### config.mk
export PLATFORM = sky130hd
export DESIGN_NAME = header_framer
export DESIGN_NICKNAME = d
export VERILOG_FILES = /design/src/rtl/header_framer_pkg.sv /design/src/rtl/header_framer_edge_detector.sv /design/src/rtl/header_framer.sv
export SDC_FILE = /design/constraint.sdc
export NUM_CORES = 1
export LEC_CHECK = 0
export BUFFER_PORTS_ARGS = -buffer_cell sky130_fd_sc_hd__buf_2
export CAP_MARGIN = 20
export CORE_AREA = 3 3 253 255
export DETAILED_ROUTE_END_ITERATION = 7
export DIE_AREA = 0 0 256 258
export GPL_TIMING_DRIVEN = 0
export PLACE_DENSITY_LB_ADDON = 0.1
export SLEW_MARGIN = 20
export SYNTH_ARGS = -nofsm -noshare
export SYNTH_HDL_FRONTEND = slang
export SYNTH_SLANG_ARGS = --single-unit
### constraint.sdc
create_clock -name clock -period 36.7 [get_ports clock]
set_input_delay 11.01 -clock clock [delete_from_list [all_inputs] [get_ports clock]]
set_output_delay 11.01 -clock clock [all_outputs]
set_load 0.01 [all_outputs]
### src/rtl/header_framer_pkg.sv
// Shared constants and state encoding for the header_framer block.
// Optional build macro HEADER_FRAMER_BSWAP_EN is consumed in header_framer.sv.
package header_framer_pkg;

  localparam int HEADER_BYTES_DEFAULT = 80;
  localparam int COUNT_W              = 7;

  typedef enum logic [1:0] {
    ST_IDLE    = 2'd0,
    ST_RECEIVE = 2'd1,
    ST_HOLD    = 2'd2
  } state_t;

endpackage

### src/rtl/header_framer_edge_detector.sv
// Registered rising-edge detector: rise pulses for one cycle, the cycle after
// the input level is first sampled high.
module edge_detector (
  input  logic clock,
  input  logic reset,
  input  logic level,
  output logic rise
);

  logic hist_p0;

  always_ff @(posedge clock or posedge reset) begin
    if (reset) begin
      hist_p0 <= 1'b0;
      rise    <= 1'b0;
    end else begin
      hist_p0 <= level;
      rise    <= level & ~hist_p0;
    end
  end

endmodule

### src/rtl/header_framer.sv
// Assembles HEADER_BYTES UART bytes into one header and holds it for the miner.
// Define HEADER_FRAMER_BSWAP_EN to present each 32-bit word byte-reversed.
module header_framer
  import header_framer_pkg::*;
#(
  parameter int HEADER_BYTES = HEADER_BYTES_DEFAULT,
  parameter int GAP_TIMEOUT  = 500000
) (
  input  logic                      clock,
  input  logic                      reset,
  input  logic [7:0]                rx_byte,
  input  logic                      rx_ready,
  input  logic                      header_ready,
  output logic [HEADER_BYTES*8-1:0] header_data,
  output logic                      header_valid,
  output logic [COUNT_W-1:0]        byte_count,
  output logic                      frame_error
);

  localparam int HDR_W = HEADER_BYTES * 8;
  localparam int GAP_W = $clog2(GAP_TIMEOUT + 1);

  state_t             state, state_nxt;
  logic               strobe;
  logic [HDR_W-1:0]   shift_p0;
  logic [GAP_W-1:0]   gap_cnt, gap_nxt;
  logic [COUNT_W-1:0] count_nxt;
  logic               valid_nxt;
  logic               err_nxt;
  logic               shift_en;

  edge_detector u_edge (
    .clock (clock),
    .reset (reset),
    .level (rx_ready),
    .rise  (strobe)
  );

  always_ff @(posedge clock or posedge reset) begin
    if (reset) begin
      state        <= ST_IDLE;
      gap_cnt      <= '0;
      byte_count   <= '0;
      header_valid <= 1'b0;
      frame_error  <= 1'b0;
      shift_p0     <= '0;
    end else begin
      state        <= state_nxt;
      gap_cnt      <= gap_nxt;
      byte_count   <= count_nxt;
      header_valid <= valid_nxt;
      frame_error  <= err_nxt;
      if (shift_en) shift_p0 <= {shift_p0[HDR_W-9:0], rx_byte};
    end
  end

  always_comb begin
    state_nxt = state;
    gap_nxt   = gap_cnt;
    count_nxt = byte_count;
    valid_nxt = header_valid;
    err_nxt   = 1'b0;
    shift_en  = 1'b0;
    case (state)
      ST_IDLE: begin
        if (strobe) begin
          shift_en  = 1'b1;
          count_nxt = COUNT_W'(1);
          gap_nxt   = '0;
          state_nxt = ST_RECEIVE;
        end
      end
      ST_RECEIVE: begin
        if (strobe) begin
          shift_en  = 1'b1;
          count_nxt = byte_count + COUNT_W'(1);
          gap_nxt   = '0;
          if (byte_count == COUNT_W'(HEADER_BYTES - 1)) begin
            state_nxt = ST_HOLD;
            valid_nxt = 1'b1;
          end
        end else if (gap_cnt == GAP_W'(GAP_TIMEOUT - 1)) begin
          // Abandon the partial frame; the shift register keeps its bytes.
          err_nxt   = 1'b1;
          count_nxt = '0;
          gap_nxt   = '0;
          state_nxt = ST_IDLE;
        end else begin
          gap_nxt = gap_cnt + GAP_W'(1);
        end
      end
      ST_HOLD: begin
        if (header_ready) begin
          valid_nxt = 1'b0;
          if (strobe) begin
            shift_en  = 1'b1;
            count_nxt = COUNT_W'(1);
            gap_nxt   = '0;
            state_nxt = ST_RECEIVE;
          end else begin
            count_nxt = '0;
            state_nxt = ST_IDLE;
          end
        end else if (strobe) begin
          err_nxt = 1'b1;
        end
      end
      default: state_nxt = ST_IDLE;
    endcase
  end

`ifdef HEADER_FRAMER_BSWAP_EN
  // Little-endian words from the host become big-endian; word order is kept.
  for (genvar w = 0; w < HEADER_BYTES / 4; w++) begin : g_word
    for (genvar k = 0; k < 4; k++) begin : g_byte
      assign header_data[32*w + 8*k +: 8] = shift_p0[32*w + 8*(3-k) +: 8];
    end
  end
`else
  assign header_data = shift_p0;
`endif

endmodule

After elaboration in Yosys (flattened, before gate mapping)
Cells that the tools add are included.
Widths: inputs -> output; s select.
{"block": "op_classes", "add_sub_neg": 2, "eq_ne": 10, "n_mux": 29, "bitwise": 2, "reduce_logical": 8}
{"operator": "$mux 19", "count": 4}
{"operator": "$pmux 19 s3", "count": 1}
{"operator": "$mux 7", "count": 4}
{"operator": "$pmux 7 s3", "count": 1}
{"operator": "$add 19x1->19 const B", "count": 1}
{"operator": "$eq 19x19->1 const B", "count": 1}
{"operator": "$reduce_and 4->1", "count": 3}
{"operator": "$mux 1", "count": 10}
{"operator": "$mux 2", "count": 5}
{"operator": "$add 7x1->7 const B", "count": 1}
{"operator": "$eq 7x7->1 const B", "count": 1}
{"operator": "$pmux 1 s2", "count": 3}
{"operator": "$pmux 2 s3", "count": 1}
{"operator": "$ne 2x1->1 const B", "count": 2}
{"operator": "$ne 2x2->1 const B", "count": 2}
{"operator": "$ne 3x2->1 const B", "count": 1}
{"operator": "$ne 3x3->1 const B", "count": 1}
{"operator": "$reduce_bool 3->1", "count": 1}
{"operator": "$eq 2x1->1 const B", "count": 1}
{"operator": "$eq 2x2->1 const B", "count": 1}
{"operator": "$logic_not 2->1", "count": 1}
{"operator": "$reduce_and 2->1", "count": 1}
{"operator": "$reduce_bool 2->1", "count": 1}
{"operator": "$reduce_or 2->1", "count": 1}
{"operator": "2 further kinds", "count": 2}
{"block": "totals", "regBits": 672, "input_bits": 12, "output_inout_bits": 649, "elab_cells": 59}

Longest topological paths before layout
Gate-level depths: netlist of run 1.
{"block": "logic_depth", "ltp_word": 4, "mapped_depth": 9}

By module
A second synthesis of run 1 with hierarchy kept.
{"block": "hier_totals", "cells_unflattened": 1559, "hier_area_um2": 25572.0}
{"module": "header_framer", "instances": 1, "cells_each": 1555, "area_each_um2": 25504.5}
{"module": "edge_detector", "instances": 1, "cells_each": 4, "area_each_um2": 67.6}

Worst setup path before layout of run 1
Ideal clock, no wire load.
{"block": "synth_path", "path_type": "input -> register", "startpoint": "input header_ready", "endpoint": "register shift_p0[0] (netlist: header_data[0])", "arrival_time_ns": 12.073, "slack_ns": 24.499, "stages": 6, "path_buffers": 3, "path_cell_list": "nand2_1 -> a211oi_1 -> buf_4 -> buf_6 -> buf_6 -> mux2_1"}
{"block": "synth_between", "elab_chain_cells": 2}
{"element": "start: declaration", "line_no": "header_framer.sv:13", "rtl": "input logic header_ready,"}
{"element": "$mux 1", "line_no": "header_framer.sv:93", "rtl": "if (header_ready) begin"}
{"element": "$pmux 1 s2", "line_no": "header_framer.sv:64", "rtl": "case (state)"}
{"element": "end signal: assignment", "line_no": "header_framer.sv:53", "rtl": "if (shift_en) shift_p0 <= {shift_p0[HDR_W-9:0], rx_byte};"}
{"element": "end: declaration", "line_no": "header_framer.sv:25", "rtl": "logic [HDR_W-1:0] shift_p0;"}
No other way between the ends.
A chain may end at the register's enable or synchronous reset.

==> results of run 1 <==
state kept, by name, indices dropped and copies added, names as in the netlist:
name            count
u_edge.rise         1
gap_cnt            19
u_edge.hist_p0      1
byte_count          7
frame_error         1
state               2
header_data       640
header_valid        1
report_power, final:
part | internal [mW] | switching (mW)
combinational | 0.140 | 0.171
sequential | 0.810 | 0.0537
clock | 0.427 | 0.290
per-stage QoR:
stage	std cells	cell area, um^2	setup WS (ns)	util	power (mW)
after floorplan	1548	25800	6.85	-	1.06
after global placement	3045	30200	-0.112	0.488	1.19
after detailed placement	3051	30300	23.64	0.491	1.19
after CTS	3176	32700	24.29	0.528	1.92
after global routing	3176	32700	24.04	0.528	1.98
final	3177	32700	24.30	0.529	1.89
path summary, 6_finish.rpt:
kind / from / endpoint / slack, ns
max: reset / header_data[136] / 24.30
min: u_edge.hist_p0 / u_edge.rise / 0.40
max reg2reg: state[1] / header_data[611] / 34.28
min reg2reg: u_edge.hist_p0 / u_edge.rise / 0.40
max in group clock: byte_count[4] / byte_count[4] / 24.41
min in group asynchronous: reset / header_data[333] / 10.52
critical path, delay by kind of cell:
family | cells | cell delay [ns]
buf+inv | 5 | 1.79
routing by layer:
metal | wire length, um | vias up
met1 | 27700 | 8089
li1 | - | 6999
met2 | 34300 | 471
met5 | 13 | -
met4 | 2540 | 2
met3 | 5780 | 134
cells by family (layout without fill, tap and decap cells):
kind of cell               count (synthesis)  count (layout)  share of synthesized area
adders and majority gates                  7               7                    0.00339
DFF                                      672             672                      0.652
and+or+nand+nor                           99              99                     0.0195
buffers and inverters                     82             873                     0.0317
other                                      0               1                          0
AOI/OAI and AO/OA                         33              33                    0.00931
muxes                                    642             642                      0.280
xor gates and xnor gates                  13              13                    0.00441
cell usage in the layout, fill, tap and decap left out, types with 2 or more instances in the layout:
master	synthesis	routed
sky130_fd_sc_hd__buf_6	66	66
sky130_fd_sc_hd__and4_1	2	2
sky130_fd_sc_hd__mux2_1	600	600
sky130_fd_sc_hd__nor2b_1	8	8
sky130_fd_sc_hd__nand4_1	5	5
sky130_fd_sc_hd__nor4_1	3	3
sky130_fd_sc_hd__a21oi_1	4	4
sky130_fd_sc_hd__xor2_1	12	12
sky130_fd_sc_hd__clkbuf_1	1	21
sky130_fd_sc_hd__nand3b_1	2	2
sky130_fd_sc_hd__clkbuf_8	0	17
sky130_fd_sc_hd__a21o_1	2	2
sky130_fd_sc_hd__clkinv_2	0	6
sky130_fd_sc_hd__inv_1	4	3
sky130_fd_sc_hd__buf_2	9	669
sky130_fd_sc_hd__bufinv_16	0	2
sky130_fd_sc_hd__a41oi_1	2	2
sky130_fd_sc_hd__dfrtp_1	672	672
sky130_fd_sc_hd__a31oi_1	6	6
sky130_fd_sc_hd__nor2_1	22	22
sky130_fd_sc_hd__o21ai_0	10	10
sky130_fd_sc_hd__ha_1	7	7
sky130_fd_sc_hd__buf_16	0	6
sky130_fd_sc_hd__nand2b_1	4	4
sky130_fd_sc_hd__clkbuf_16	0	76
sky130_fd_sc_hd__nand2_1	23	23
sky130_fd_sc_hd__and3_1	7	7
sky130_fd_sc_hd__nand3_1	14	14
sky130_fd_sc_hd__mux2_2	41	41
sky130_fd_sc_hd__nor4b_1	2	2
area by class of cell:
class | count | area, um^2
plain buffers | 77 | 800
inverters | 5 | 26.3
diodes | 1 | 2.50
fillers | 5333 | 29100
clock buffers | 113 | 2210
well taps | 837 | 1050
multi-input cells | 794 | 8170
flip-flops and latches | 672 | 16800
repair buffers | 666 | 3470
clock inverters | 12 | 131
cell usage after synthesis (all sizes together), types with 2 or more instances:
cell | count | area (um^2)
and3 | 7 | 43.8
a21oi | 5 | 28.8
nor2 | 23 | 88.8
a41oi | 2 | 17.5
inv | 5 | 18.8
mux2 | 641 | 7220
dfrtp | 672 | 16800
o21ai | 10 | 50.1
xor2 | 12 | 105
a31oi | 6 | 37.5
nor4b | 2 | 17.5
buf | 76 | 796
nor2b | 8 | 50.1
nand2b | 4 | 25.0
a21o | 2 | 15.0
nand2 | 23 | 86.3
nand3 | 14 | 70.1
nor4 | 3 | 18.8
nand3b | 2 | 15.0
nand4 | 5 | 31.3
ha | 7 | 87.6
and4 | 2 | 17.5
a211oi | 2 | 20.0
==> results_tabular.tex, run 1 <==
\begin{tabular}{lr}
\hline
Metric & Value \\
\hline
\multicolumn{2}{l}{\textbf{Setup path}} \\
\quad Most frequent cell on the critical path & sky130\_fd\_sc\_hd\_\_buf\_16 \\
\quad Critical Path Slowest Stage Cell & sky130\_fd\_sc\_hd\_\_inv\_8 \\
\quad Startpoint kind of the worst setup timing path & input port \\
\quad Arr. time, crit path & 13.10 ns \\
\quad Logic depth of the worst register-to-register path & 9 \\
\quad Critical path endpoint category & async pin \\
\quad Worst-path cell chain & buf\_2, inv\_8, buf\_16, buf\_16, buf\_16 \\
\quad CP max FO & 99 \\
\quad Worst Setup Path Type & input port to async pin \\
\quad Crit-path max cell delay & 0.45 ns \\
\quad Data required time at the worst endpoint & 37.40 ns \\
\multicolumn{2}{l}{\textbf{Placement}} \\
\quad Final GP Congestion & 0.854 \\
\quad Input/output buffers & 660 \\
\quad Post-DP HPWL & 53.7 mm \\
\multicolumn{2}{l}{\textbf{Synthesis}} \\
\quad Number of standard cells after synthesis & 1,548 \\
\quad Sequential-to-total area share from yosys stat & 0.652 \\
\quad Synth Flop Type & sky130\_fd\_sc\_hd\_\_dfrtp\_1 \\
\quad Warnings from Yosys & 0 \\
\quad Flip-flop and latch count after synthesis & 672 \\
\quad Area of the mapped netlist & 25,800 um\^{}2 \\
\quad Netlist cell types & 45 \\
\quad Async set-or-reset flop fraction in the synthesized netlist & 1.00 \\
\quad Number of enable flip-flop cells after synthesis & 0 \\
\quad Synthesized area per cell & 16.7 um\^{}2 \\
\quad Net count after synthesis & 1,567 \\
\multicolumn{2}{l}{\textbf{Clocking}} \\
\quad Number of H-tree branching levels & 3 \\
\quad Number of clock sinks & 672 \\
\quad Clock buffer count from CTS & 74 \\
\quad Clock latency on the worst-skew pair & 0.59 ns \\
\quad Maximum root-to-sink buffer count & 3 \\
\quad TritonCTS clock tree & done \\
\quad Post-CTS Resized & 0 \\
\quad Count of buffers added by post-CTS timing repair for setup & 0 \\
\quad Clock transition time at the flip-flop clock pins of the worst setup and hold paths & 0.06 ns \\
\quad Root buffer cell & sky130\_fd\_sc\_hd\_\_clkbuf\_16 \\
\quad Hold-fix buffers, CTS & 0 \\
\multicolumn{2}{l}{\textbf{Floorplanning}} \\
\quad Die X-Extent & 256 um \\
\quad Height of the chip & 258 um \\
\quad Cell Rows & 91 \\
\quad Ports placed on the boundary & 661 \\
\quad Core area & 61,800 um\^{}2 \\
\quad Area of the die & 66,000 um\^{}2 \\
\quad Initial cell density of the core & 0.417 \\
\multicolumn{2}{l}{\textbf{Run status}} \\
\quad Run status & finished clean \\
\multicolumn{2}{l}{\textbf{Timing}} \\
\quad Slew Limit Headroom & 0.581 \\
\quad Slew @ Worst Pin & 0.629 ns \\
\quad Maximum clock skew at final layout & 0.0199 ns \\
\quad Final max-slew violation count & 0 \\
\quad Fmax & 80.6 MHz \\
\quad Total negative setup slack & 0 ns \\
\quad Fin crit share & 0.338 \\
\quad Setup repair after global routing missed its margin & no \\
\quad Final hold violation count & 0 \\
\quad Crit path time final & 12.40 ns \\
\quad Number of endpoints failing setup at the final stage & 0 \\
\quad Hold Worst Slack & 0.399 ns \\
\multicolumn{2}{l}{\textbf{Worst hold path}} \\
\quad Hold Path Depth & 1 \\
\quad Class of the worst hold path & flop to flop \\
\multicolumn{2}{l}{\textbf{Global route}} \\
\quad Busiest metal layer after global routing & met2 \\
\quad Largest net degree at the start of global routing & 110 \\
\quad Met3 Usage GRT & 0.0754 \\
\quad Grt met2 use & 0.351 \\
\quad Initial antenna violation count & 2 \\
\quad Grt met1 use & 0.250 \\
\quad Wire length of the first global-routing pass & 107 mm \\
\quad Via count of the first global-routing pass & 16,600 \\
\quad Global Route Usage Sum & 0.211 \\
\quad GRT Residual Overflow & 0 \\
\multicolumn{2}{l}{\textbf{Route}} \\
\quad DRT antenna net count & 0 \\
\quad Via density per instance & 4.94 \\
\quad DRC violation count after routing & 0 \\
\quad Starting DRC count in detailed routing & 713 \\
\quad Router iterations before antenna repair & 4 \\
\quad Routed wire length per instance & 22.1 um \\
\quad Via count & 15,700 \\
\quad Wire length reported by the detailed router & 70.3 mm \\
\multicolumn{2}{l}{\textbf{Pwr}} \\
\quad Reported leakage power & 18.8 nW \\
\quad Maximum ir drop on the vdd rail & 43.0 uV \\
\quad Ratio of total power to cell area & 57.9 nW/um\^{}2 \\
\multicolumn{2}{l}{\textbf{Finish}} \\
\quad NumNets Final & 2,309 \\
\quad Fraction of final layout cells with drive strength greater than 1 & 0.383 \\
\quad Syn-to-layout area delta & 26.6\% \\
\multicolumn{2}{l}{\textbf{Job}} \\
\quad Maximum capacitance violations & 0 \\
\hline
\end{tabular}
(Power assumes the default switching activity.)
==> inputs of run 2 (changes only) <==
Clock period 36.7 ns to 12.55 ns, I/O delays scaled along.
==> run 2 against run 1 <==
Against the previous run:
- largest cell class unchanged
- worst hold slack got worse by 0.0070 ns
- final cell count rose by 0.69%
- first-iteration DRC count fell by 8.7%
==> results_tabular.tex, run 2 (synthesis results as in run 1) <==
\begin{tabular}{lr}
\hline
Metric & Value \\
\hline
\multicolumn{2}{l}{\textbf{Clocking}} \\
\quad Clock latency on the worst-skew pair & 0.60 ns \\
\quad TritonCTS clock tree & done \\
\quad Maximum root-to-sink buffer count & 3 \\
\quad Clock transition time at the flip-flop clock pins of the worst setup and hold paths & 0.06 ns \\
\quad Count of buffers added by post-CTS timing repair for setup & 0 \\
\quad Post-CTS Resized & 0 \\
\quad Number of H-tree branching levels & 3 \\
\quad Hold-fix buffers, CTS & 0 \\
\quad Number of clock sinks & 672 \\
\quad Clock buffer count from CTS & 72 \\
\quad Root buffer cell & sky130\_fd\_sc\_hd\_\_clkbuf\_16 \\
\multicolumn{2}{l}{\textbf{Finish}} \\
\quad Number of flip-flops in the largest register & 640 \\
\quad Total non-filler cell area in the finished layout & 33,000 um\^{}2 \\
\quad NumNets Final & 2,323 \\
\quad Number of cells in the finished layout apart from fillers & 3,199 \\
\quad Final Util & 0.534 \\
\quad Commonest non-fill, non-tap cells in the layout & 672 x sky130\_fd\_sc\_hd\_\_dfrtp\_1, 669 x sky130\_fd\_sc\_hd\_\_buf\_2, 600 x sky130\_fd\_sc\_hd\_\_mux2\_1, 74 x sky130\_fd\_sc\_hd\_\_clkbuf\_16, 66 x sky130\_fd\_sc\_hd\_\_buf\_6 \\
\quad Fraction of final layout cells with drive strength greater than 1 & 0.389 \\
\quad Fill cell total of the finished layout & 5,338 \\
\quad Most common library cell in the layout ignoring fill and taps & sky130\_fd\_sc\_hd\_\_dfrtp\_1 \\
\quad Syn-to-layout area delta & 28.0\% \\
\multicolumn{2}{l}{\textbf{Pwr}} \\
\quad Maximum ir drop on the vdd rail & 138 uV \\
\quad Ratio of total power to cell area & 169 nW/um\^{}2 \\
\quad Net switching power & 1.53 mW \\
\quad Cell-internal power & 4.06 mW \\
\quad Proportion of power drawn by flip-flops and latches & 0.452 \\
\quad Share of power burned in the clock network & 0.383 \\
\quad Final Power & 5.59 mW \\
\quad Net switching share of the total power & 0.273 \\
\quad Reported leakage power & 19.0 nW \\
\quad Part of the power in combinational logic & 0.164 \\
\multicolumn{2}{l}{\textbf{Floorplanning}} \\
\quad Height of the chip & 258 um \\
\quad Die X-Extent & 256 um \\
\quad Area of the die & 66,000 um\^{}2 \\
\quad Initial cell density of the core & 0.417 \\
\quad Cell Rows & 91 \\
\quad Core area & 61,800 um\^{}2 \\
\quad Ports placed on the boundary & 661 \\
\multicolumn{2}{l}{\textbf{Timing}} \\
\quad Slew @ Worst Pin & 0.650 ns \\
\quad Final max-slew violation count & 0 \\
\quad Number of endpoints failing setup at the final stage & 0 \\
\quad Setup repair after global routing missed its margin & no \\
\quad Crit path time final & 5.08 ns \\
\quad Slew Limit Headroom & 0.566 \\
\quad Fin crit share & 0.405 \\
\quad Final hold violation count & 0 \\
\quad Fmax & 197 MHz \\
\quad Maximum clock skew at final layout & 0.0162 ns \\
\multicolumn{2}{l}{\textbf{Placement}} \\
\quad Final GP Congestion & 0.836 \\
\quad Post-DP HPWL & 54.9 mm \\
\quad Cell count after placement & 3,067 \\
\quad Placed Area & 30,600 um\^{}2 \\
\quad Input/output buffers & 660 \\
\multicolumn{2}{l}{\textbf{Setup path}} \\
\quad CP max FO & 3 \\
\quad Critical Path Slowest Stage Cell & sky130\_fd\_sc\_hd\_\_dfrtp\_1 \\
\quad Crit-path max cell delay & 0.52 ns \\
\quad Worst Setup Path Type & flop to primary output \\
\quad Data required time at the worst endpoint & 8.78 ns \\
\quad Worst-path cell chain & buf\_2 \\
\quad Critical path startpoint & header\_data[224] \\
\quad Reg2Reg Setup Slack & 10.13 ns \\
\quad Arr. time, crit path & 1.32 ns \\
\quad CP top delay family & flip-flops \\
\quad Critical path endpoint category & primary output \\
\quad Startpoint kind of the worst setup timing path & flop \\
\quad Crit Reg-Reg Startpoint & state[1] \\
\quad Buf+Inv Stages, Crit Path & 1 \\
\multicolumn{2}{l}{\textbf{Global route}} \\
\quad GRT Residual Overflow & 0 \\
\quad Global Route Usage Sum & 0.211 \\
\quad Initial antenna violation count & 2 \\
\quad Wire length of the first global-routing pass & 108 mm \\
\quad Busiest metal layer after global routing & met2 \\
\quad Via count of the first global-routing pass & 16,700 \\
\quad Largest net degree at the start of global routing & 38 \\
\quad Met3 Usage GRT & 0.0765 \\
\quad Grt met1 use & 0.253 \\
\quad Grt met2 use & 0.350 \\
\multicolumn{2}{l}{\textbf{Route}} \\
\quad DRC violation count after routing & 0 \\
\quad DRT antenna net count & 0 \\
\quad Wire length reported by the detailed router & 69.9 mm \\
\quad Routed wire length per instance & 21.8 um \\
\quad Via count & 15,800 \\
\quad Via density per instance & 4.94 \\
\quad Starting DRC count in detailed routing & 651 \\
\quad Router iterations before antenna repair & 4 \\
\multicolumn{2}{l}{\textbf{Job}} \\
\quad Maximum capacitance violations & 0 \\
\multicolumn{2}{l}{\textbf{Worst hold path}} \\
\quad Class of the worst hold path & flop to flop \\
\quad Source of the worst hold timing path & u\_edge.hist\_p0 \\
\multicolumn{2}{l}{\textbf{Run status}} \\
\quad Run status & finished clean \\
\hline
\end{tabular}
-- run 2: cell count changes in the layout (fill, tap and decap cells not counted), moves of 2 or more --
cell / before / now
sky130_fd_sc_hd__clkinv_8: 1 / 3
sky130_fd_sc_hd__clkbuf_16: 76 / 74
sky130_fd_sc_hd__clkinv_2: 6 / 15
sky130_fd_sc_hd__clkbuf_1: 21 / 19
sky130_fd_sc_hd__bufinv_16: 2 / 5
sky130_fd_sc_hd__clkbuf_8: 17 / 13
sky130_fd_sc_hd__buf_12: 0 / 20
sky130_fd_sc_hd__buf_16: 6 / 2
-- run 2: cell type report --
type                    instances  area, um^2  area share
flip-flops and latches        672       16800       0.509
multi-input cells             794        8170       0.247
repair buffers                682        3760       0.114
clock buffers                 105        2100      0.0635
well taps                     837        1050      0.0317
plain buffers                  77         800      0.0242
clock inverters                26         310     0.00939
inverters                       5        22.5    0.000682
diodes                          1        2.50   0.0000758
-- run 2: path summary, 6_finish.rpt --
kind                                    end  depth (start not counted)
setup / recovery           header_data[224]                          1
hold reg to reg                 u_edge.rise                          1
hold / removal                  u_edge.rise                          1
setup reg to reg           header_data[630]                          9
max in group asynchronous  header_data[302]                          7
min in group asynchronous  header_data[167]                          2
-- run 2: power by group through the flow --
stage	clock network, mW	logic, mW	registers (mW)
final	2.14	0.918	2.53
after global routing	2.30	1.00	2.56
after CTS	2.21	0.940	2.53
after detailed placement	0	0.936	2.57
after global placement	0	0.906	2.56
after floorplan	0	0.479	2.62
-- run 2: through the flow --
step	setup slack, ns	hold WS, ns	TNS, ns
after global routing	7.39	0.399	0
final	7.47	0.392	0
after global placement	-4.08	0.387	-2676.91
after detailed placement	7.08	0.383	0
after CTS	7.42	0.391	0
after floorplan	-0.405	0.378	-272.38
-- run 2: layer usage --
metal  share of wire  vias up
met1            0.39     8162
li1                -     7033
met4           0.036        2
met2            0.49      481
met3           0.081      140
met5         0.00017        -
